--- src/rtl/izh_pkg.sv ---
// Shared types and constants for the time-multiplexed Izhikevich neuron scheduler.
package izh_pkg;

  typedef logic signed [17:0] fix_t;

  localparam fix_t P     = 18'sh0_4CCC;
  localparam fix_t C14   = 18'sh1_6666;
  localparam fix_t V_RST = 18'sh3_4CCD;
  localparam fix_t U_RST = 18'sh3_CCCD;
  localparam logic [3:0] A_RST = 4'd2;
  localparam logic [3:0] B_RST = 4'd2;
  localparam fix_t C_RST = 18'sh3_599A;
  localparam fix_t D_RST = 18'sh0_147B;
  localparam fix_t I_RST = 18'sh0_0000;

  typedef enum logic [2:0] {
    SelV  = 3'd0,
    SelU  = 3'd1,
    SelAb = 3'd2,
    SelC  = 3'd3,
    SelD  = 3'd4,
    SelI  = 3'd5
  } cfg_sel_e;

  typedef enum logic [2:0] {
    StIdle,
    StRead,
    StWrite,
    StStall,
    StDone
  } state_e;

endpackage

--- src/rtl/izh_update_core.sv ---
// Combinational single-neuron Izhikevich update in signed 2.16 fixed point.
module izh_update_core
  import izh_pkg::*;
(
  input  fix_t       v_i,
  input  fix_t       u_i,
  input  logic [3:0] a_i,
  input  logic [3:0] b_i,
  input  fix_t       c_i,
  input  fix_t       d_i,
  input  fix_t       i_i,
  output fix_t       v_next_o,
  output fix_t       u_next_o,
  output logic       spike_o
);

  logic signed [35:0] v_prod;
  fix_t v_sq, dv_acc, du_acc;
  logic unused_prod;

  assign v_prod = v_i * v_i;
  // Product keeps its sign bit and drops the two redundant integer bits.
  assign v_sq = {v_prod[35], v_prod[32:16]};
  assign unused_prod = ^{v_prod[34:33], v_prod[15:0]};

  always_comb begin
    dv_acc   = v_sq + v_i + (v_i >>> 2) + (C14 >>> 2) - (u_i >>> 2) + (i_i >>> 2);
    du_acc   = (v_i >>> b_i) - u_i;
    spike_o  = v_i > P;
    v_next_o = v_i + (dv_acc >>> 2);
    u_next_o = u_i + ((du_acc >>> a_i) >>> 4);
    if (spike_o) begin
      v_next_o = c_i;
      u_next_o = u_i + d_i;
    end
  end

endmodule

--- src/rtl/izh_neuron_scheduler.sv ---
// Shares one Izhikevich update core across NUM_NEURONS virtual neurons and queues spikes.
// Optional voltage monitor enabled by defining IZH_SCHED_MON_EN.
module izh_neuron_scheduler
  import izh_pkg::*;
#(
  parameter int unsigned NUM_NEURONS = 8,
  parameter int unsigned IDX_W       = $clog2(NUM_NEURONS),
  parameter int unsigned FIFO_DEPTH  = 4
) (
  input  logic             clk_i,
  input  logic             rst_i,
  input  logic             start_i,
  output logic             busy_o,
  output logic             done_o,
  input  logic             cfg_we_i,
  input  logic [IDX_W-1:0] cfg_idx_i,
  input  logic [2:0]       cfg_sel_i,
  input  logic [17:0]      cfg_data_i,
  output logic             cfg_err_o,
  output logic             spike_valid_o,
  input  logic             spike_ready_i,
  output logic [IDX_W-1:0] spike_idx_o,
  input  logic [IDX_W-1:0] mon_idx_i,
  output logic [7:0]       v_mon_o
);

  localparam int unsigned PtrW = $clog2(FIFO_DEPTH);

  state_e           state_q, state_d;
  logic [IDX_W-1:0] k_q, k_d;
  fix_t             v_q [NUM_NEURONS];
  fix_t             u_q [NUM_NEURONS];
  fix_t             c_q [NUM_NEURONS];
  fix_t             d_q [NUM_NEURONS];
  fix_t             i_q [NUM_NEURONS];
  logic [3:0]       a_q [NUM_NEURONS];
  logic [3:0]       b_q [NUM_NEURONS];
  fix_t             pv_q, pu_q, pc_q, pd_q, pi_q;
  logic [3:0]       pa_q, pb_q;
  fix_t             v_nxt, u_nxt;
  logic             spike, commit, push, pop, fifo_full, cfg_wr, cfg_err_q;
  logic [IDX_W-1:0] fifo_q [FIFO_DEPTH];
  logic [PtrW-1:0]  wr_q, rd_q;
  logic [PtrW:0]    cnt_q;

  izh_update_core u_core (
    .v_i      (pv_q),
    .u_i      (pu_q),
    .a_i      (pa_q),
    .b_i      (pb_q),
    .c_i      (pc_q),
    .d_i      (pd_q),
    .i_i      (pi_q),
    .v_next_o (v_nxt),
    .u_next_o (u_nxt),
    .spike_o  (spike)
  );

  // Fullness uses the registered count only, so a same-cycle pop never frees a slot.
  assign fifo_full = cnt_q == (PtrW + 1)'(FIFO_DEPTH);
  assign pop       = (cnt_q != '0) && spike_ready_i;
  assign push      = commit && spike;
  assign cfg_wr    = cfg_we_i && (state_q == StIdle);

  always_comb begin
    state_d = state_q;
    k_d     = k_q;
    commit  = 1'b0;
    unique case (state_q)
      StIdle: begin
        if (start_i) begin
          state_d = StRead;
          k_d     = '0;
        end
      end
      StRead: state_d = StWrite;
      StWrite, StStall: begin
        if (spike && fifo_full) begin
          state_d = StStall;
        end else begin
          commit = 1'b1;
          if (k_q == IDX_W'(NUM_NEURONS - 1)) begin
            state_d = StDone;
          end else begin
            state_d = StRead;
            k_d     = k_q + 1'b1;
          end
        end
      end
      StDone: state_d = StIdle;
      default: state_d = StIdle;
    endcase
  end

  always_ff @(posedge clk_i) begin
    if (rst_i) begin
      state_q   <= StIdle;
      k_q       <= '0;
      cfg_err_q <= 1'b0;
      wr_q      <= '0;
      rd_q      <= '0;
      cnt_q     <= '0;
      pv_q      <= '0;
      pu_q      <= '0;
      pa_q      <= '0;
      pb_q      <= '0;
      pc_q      <= '0;
      pd_q      <= '0;
      pi_q      <= '0;
      for (int unsigned n = 0; n < NUM_NEURONS; n++) begin
        v_q[n] <= V_RST;
        u_q[n] <= U_RST;
        a_q[n] <= A_RST;
        b_q[n] <= B_RST;
        c_q[n] <= C_RST;
        d_q[n] <= D_RST;
        i_q[n] <= I_RST;
      end
      for (int unsigned n = 0; n < FIFO_DEPTH; n++) begin
        fifo_q[n] <= '0;
      end
    end else begin
      state_q   <= state_d;
      k_q       <= k_d;
      cfg_err_q <= cfg_we_i && (state_q != StIdle);
      if (state_q == StRead) begin
        pv_q <= v_q[k_q];
        pu_q <= u_q[k_q];
        pa_q <= a_q[k_q];
        pb_q <= b_q[k_q];
        pc_q <= c_q[k_q];
        pd_q <= d_q[k_q];
        pi_q <= i_q[k_q];
      end
      if (commit) begin
        v_q[k_q] <= v_nxt;
        u_q[k_q] <= u_nxt;
      end
      if (cfg_wr) begin
        case (cfg_sel_i)
          SelV:  v_q[cfg_idx_i] <= cfg_data_i;
          SelU:  u_q[cfg_idx_i] <= cfg_data_i;
          SelAb: begin
            a_q[cfg_idx_i] <= cfg_data_i[3:0];
            b_q[cfg_idx_i] <= cfg_data_i[7:4];
          end
          SelC:  c_q[cfg_idx_i] <= cfg_data_i;
          SelD:  d_q[cfg_idx_i] <= cfg_data_i;
          SelI:  i_q[cfg_idx_i] <= cfg_data_i;
          default: ;
        endcase
      end
      if (push) begin
        fifo_q[wr_q] <= k_q;
        wr_q         <= wr_q + 1'b1;
      end
      if (pop) begin
        rd_q <= rd_q + 1'b1;
      end
      cnt_q <= cnt_q + {{PtrW{1'b0}}, push} - {{PtrW{1'b0}}, pop};
    end
  end

  assign busy_o        = state_q != StIdle;
  assign done_o        = state_q == StDone;
  assign cfg_err_o     = cfg_err_q;
  assign spike_valid_o = cnt_q != '0;
  assign spike_idx_o   = fifo_q[rd_q];

`ifdef IZH_SCHED_MON_EN
  logic [7:0] mon_q;

  always_ff @(posedge clk_i) begin
    if (rst_i) begin
      mon_q <= V_RST[17:10];
    end else begin
      mon_q <= v_q[mon_idx_i][17:10];
    end
  end

  assign v_mon_o = mon_q;
`else
  logic unused_mon;

  assign unused_mon = ^mon_idx_i;
  assign v_mon_o    = '0;
`endif

endmodule

--- config.mk ---
export PLATFORM = sky130hd
export DESIGN_NAME = izh_neuron_scheduler
export DESIGN_NICKNAME = d
export VERILOG_FILES = /design/src/rtl/izh_pkg.sv /design/src/rtl/izh_update_core.sv /design/src/rtl/izh_neuron_scheduler.sv
export SDC_FILE = /design/constraint.sdc
export NUM_CORES = 2
export LEC_CHECK = 0
export CAP_MARGIN = 5
export CORE_ASPECT_RATIO = 1.4
export CORE_UTILIZATION = 40
export CTS_CLUSTER_SIZE = 10
export DETAILED_ROUTE_END_ITERATION = 16
export GPL_ROUTABILITY_DRIVEN = 0
export PLACE_DENSITY_LB_ADDON = 0.2
export SYNTH_ARGS = -nofsm -noshare
export SYNTH_HDL_FRONTEND = slang
export SYNTH_SLANG_ARGS = --single-unit
--- constraint.sdc ---
create_clock -name clk_i -period 14.35 [get_ports clk_i]
set_input_delay 2.1525 -clock clk_i [delete_from_list [all_inputs] [get_ports clk_i]]
set_output_delay 2.1525 -clock clk_i [all_outputs]
set_load 0.02 [all_outputs]
==> qor.txt <==
Clk_lat worst skew - 0.71 ns
Port-buffer cells - 35
Status - finished, final reports clean
Pre-Repair DR Iteration Count - 6
DP HPWL - 105,000 um
Worst slew pin tran - 1.30 ns
Power density over cell area - 202 nW/um^2
Std-Cell Rows - 161
Sequential share of the synthesized area - 46.3%
Synth top area share - 42.2%
Number of synthesized flops with an enable pin - 780
Fin crit period - 13.20 ns
Vias in the first global route - 37,421
TNS Setup - 0 ns
Layout cells sized above 1 - 10.8%
CP startpoint kind - flop
I/O pins - 47
Worst setup path startpoint - pv_q[7]
Synth warn - 0
Drt wl/cell - 23.8 um
FF+latch count, synth - 892
Fmax achieved - 0.0757 GHz
Initial DRC count - 2,340
Synth async-reset ratio - 0%
Crit path DAT - 13.59 ns
Detailed-route wire length - 156,000 um
Leak - 22.1 nW
Hold Fails Final Rpt - 0
Req. time, crit path - 14.74 ns
Starting density of the core - 40.3%
Vias - 35,754
Main flop type after synthesis - edfxtp_1
Setup Buffers After CTS - 0
Post-Syn Area - 55,500 um^2
Slowest-stage cell, CP - dfxtp_1
Gate count after technology mapping - 4,740
Most frequent cell after synthesis - edfxtp_1
Comb power frac - 55.7%
Filler cells - 12,745
CTS tree - done
Sw frac - 45.5%
Clk slew on worst S/H paths - 0.05 ns
First-pass GRT wire length - 236,000 um
NumNets Final - 5,257
Die footprint - 140,000 um^2
Crit Path Max Fanout - 16
Netlist cell types - 83
Final hold slack - 0.503 ns
Antenna violations before repair - 2
Via density - 5.44
Worst IR drop on VDD - 0.000396 V
CTS Buf Count - 101
Post-CTS Resized - 0
Final setup skew - 0.0467 ns
CP endpoint kind - flop
Int Pwr - 0.00671 W
Dpl cells - 6,380
Slew Limit Fails - 0
Start of the worst register-to-register path - pv_q[7]
Synth area leaders - edfxtp_1 (42%), fa_1 (13%), mux4_2 (8.7%), ha_1 (4.2%), dfxtp_1 (4.0%)
Hold_buf cts - 0
RSZ-0062 raised after global routing - false
Worst setup endpoint - v_q[6][17]
Max Cap Violations - 0
Pin count of the biggest net entering global routing - 126
Clock power share - 19.9%
GRT overflow - 0
CTS root buf - clkbuf_16
Total GRT Usage - 22.8%
Post-route ant nets - 0
Avg Inst Size Synth - 11.7 um^2
Fin cells - 6,574
Final period utilization - 92.0%
Clk sinks - 892
Max-slew headroom - 12.5%
Post-route DRC - 0
Sequential power share - 24.4%
Most frequent CP cell - fa_1
Core ar. - 138,000 um^2
Most frequent cells after synthesis - edfxtp_1 (780), nand2_1 (533), inv_1 (513)
Top cell type by total area after synthesis - edfxtp_1
Slowest Stage Delay on Critical Path - 0.99 ns
Die width - 317 um
WS Path Type - flop to flop
Layout overhead on the synthesized area - 9.72%
Post-layout util - 44.2%
# setup viols final - 0
Die Ht - 443 um
H-tree levels - 3
Hold crit path type - flop to flop
Internal reg-to-reg setup slack - 1.15 ns
R2R cell count - 43
Switching pwr - 0.00559 W
RR Endpoint - v_q[6][17]
Hold Path Origin - pi_q[16]
CTS Buffer Depth - 3
-- flip-flops by register name, summed over array words and instances, names as in the netlist, 18 cells and up, named ones only --
signal,count
c_q,144
d_q,144
u_q,144
v_q,144
i_q,128
a_q,32
b_q,32
pc_q,18
pd_q,18
pu_q,18
pv_q,18
-- per-layer routing --
layer / share of wire [%] / wire length, um / track usage (%)
met5: 0 / 0 / 0
met4: 4.4 / 6900 / 9.78
met3: 4.0 / 6320 / 2.39
met2: 53 / 82700 / 41.1
met1: 39 / 60500 / 27.2
-- worst max-delay path, delay by kind of cell, from the launching register on --
family,cells,cell delay (ns)
AO/OA/AOI/OAI,16,3.84
XOR/XNOR,3,0.58
adder cells (fa/ha/maj),13,5.48
buffers and inverters,6,0.74
flip-flops,1,0.99
AND/OR/NAND/NOR,5,1.22
-- cell usage in the layout, fill, tap and decap left out, types with 29 or more instances in the layout --
master and count:
edfxtp_1 780, nand2_1 533, inv_1 512, nor2_1 422, fa_1 351, and2_1 342, mux4_2 214, ha_1 184
or3_1 169, buf_4 113, dfxtp_1 109, clkbuf_16 102, a311oi_1 100, a21oi_1 91, clkbuf_1 79, o21ai_0 77
xnor2_1 60, or2_2 44, o211ai_1 34, nor3_1 34, clkdlybuf4s50_1 34, a21o_1 33, nand3_1 31, xor2_1 29
-- power groups by stage --
stage                     combinational [W]  sequential, W  clock, W
after global routing                0.00755        0.00301   0.00259
after CTS                           0.00685        0.00300   0.00249
after detailed placement            0.00681        0.00306         0
after global placement              0.00676        0.00305         0
after floorplan                     0.00481        0.00301         0
final                               0.00685        0.00300   0.00245
-- final cells by class --
type	count	area (um^2)	share of cell area, %
antenna	3	7.51	0.0123
clock buffer	182	2860	4.70
clock inverter	9	194	0.319
inverter	521	1960	3.22
multi-input combinational	3025	26700	43.9
sequential	892	25700	42.2
tap	1793	2240	3.69
timing repair buffer	149	1220	2.00
-- stage by stage --
stage,worst slack [ns],cell area (um^2),total power [W]
final,1.15,60900,0.0123
after global routing,0.465,60900,0.0132
after CTS,1.18,60800,0.0123
after detailed placement,1.24,57800,0.00987
after global placement,1.28,57800,0.00981
after floorplan,3.08,55500,0.00781
-- worst min path at each step --
stage | end | slack [ns] | depth (start not counted)
detailed placement | pi_q[16] | 0.50 | 2
finish | pi_q[16] | 0.50 | 2
floorplan | pc_q[16] | 0.47 | 2
global placement | pi_q[3] | 0.49 | 2
global route | pi_q[15] | 0.54 | 2
CTS | pi_q[16] | 0.51 | 2
-- cells by family (layout without fill, tap and decap cells) --
| logic type | after synthesis | after routing | synth area share, % |
|---|---|---|---|
| adders and majority gates | 535 | 535 | 16.8 |
| DFF | 892 | 892 | 46.3 |
| xor gates and xnor gates | 91 | 91 | 1.49 |
| buffers and inverters | 830 | 861 | 5.71 |
| muxes | 236 | 236 | 9.10 |
| other | 1 | 11 | 0.00676 |
| AOI/OAI and AO/OA | 503 | 503 | 6.34 |
| and+or+nand+nor | 1652 | 1652 | 14.3 |
Note: power is estimated with default switching activity, not from simulation.
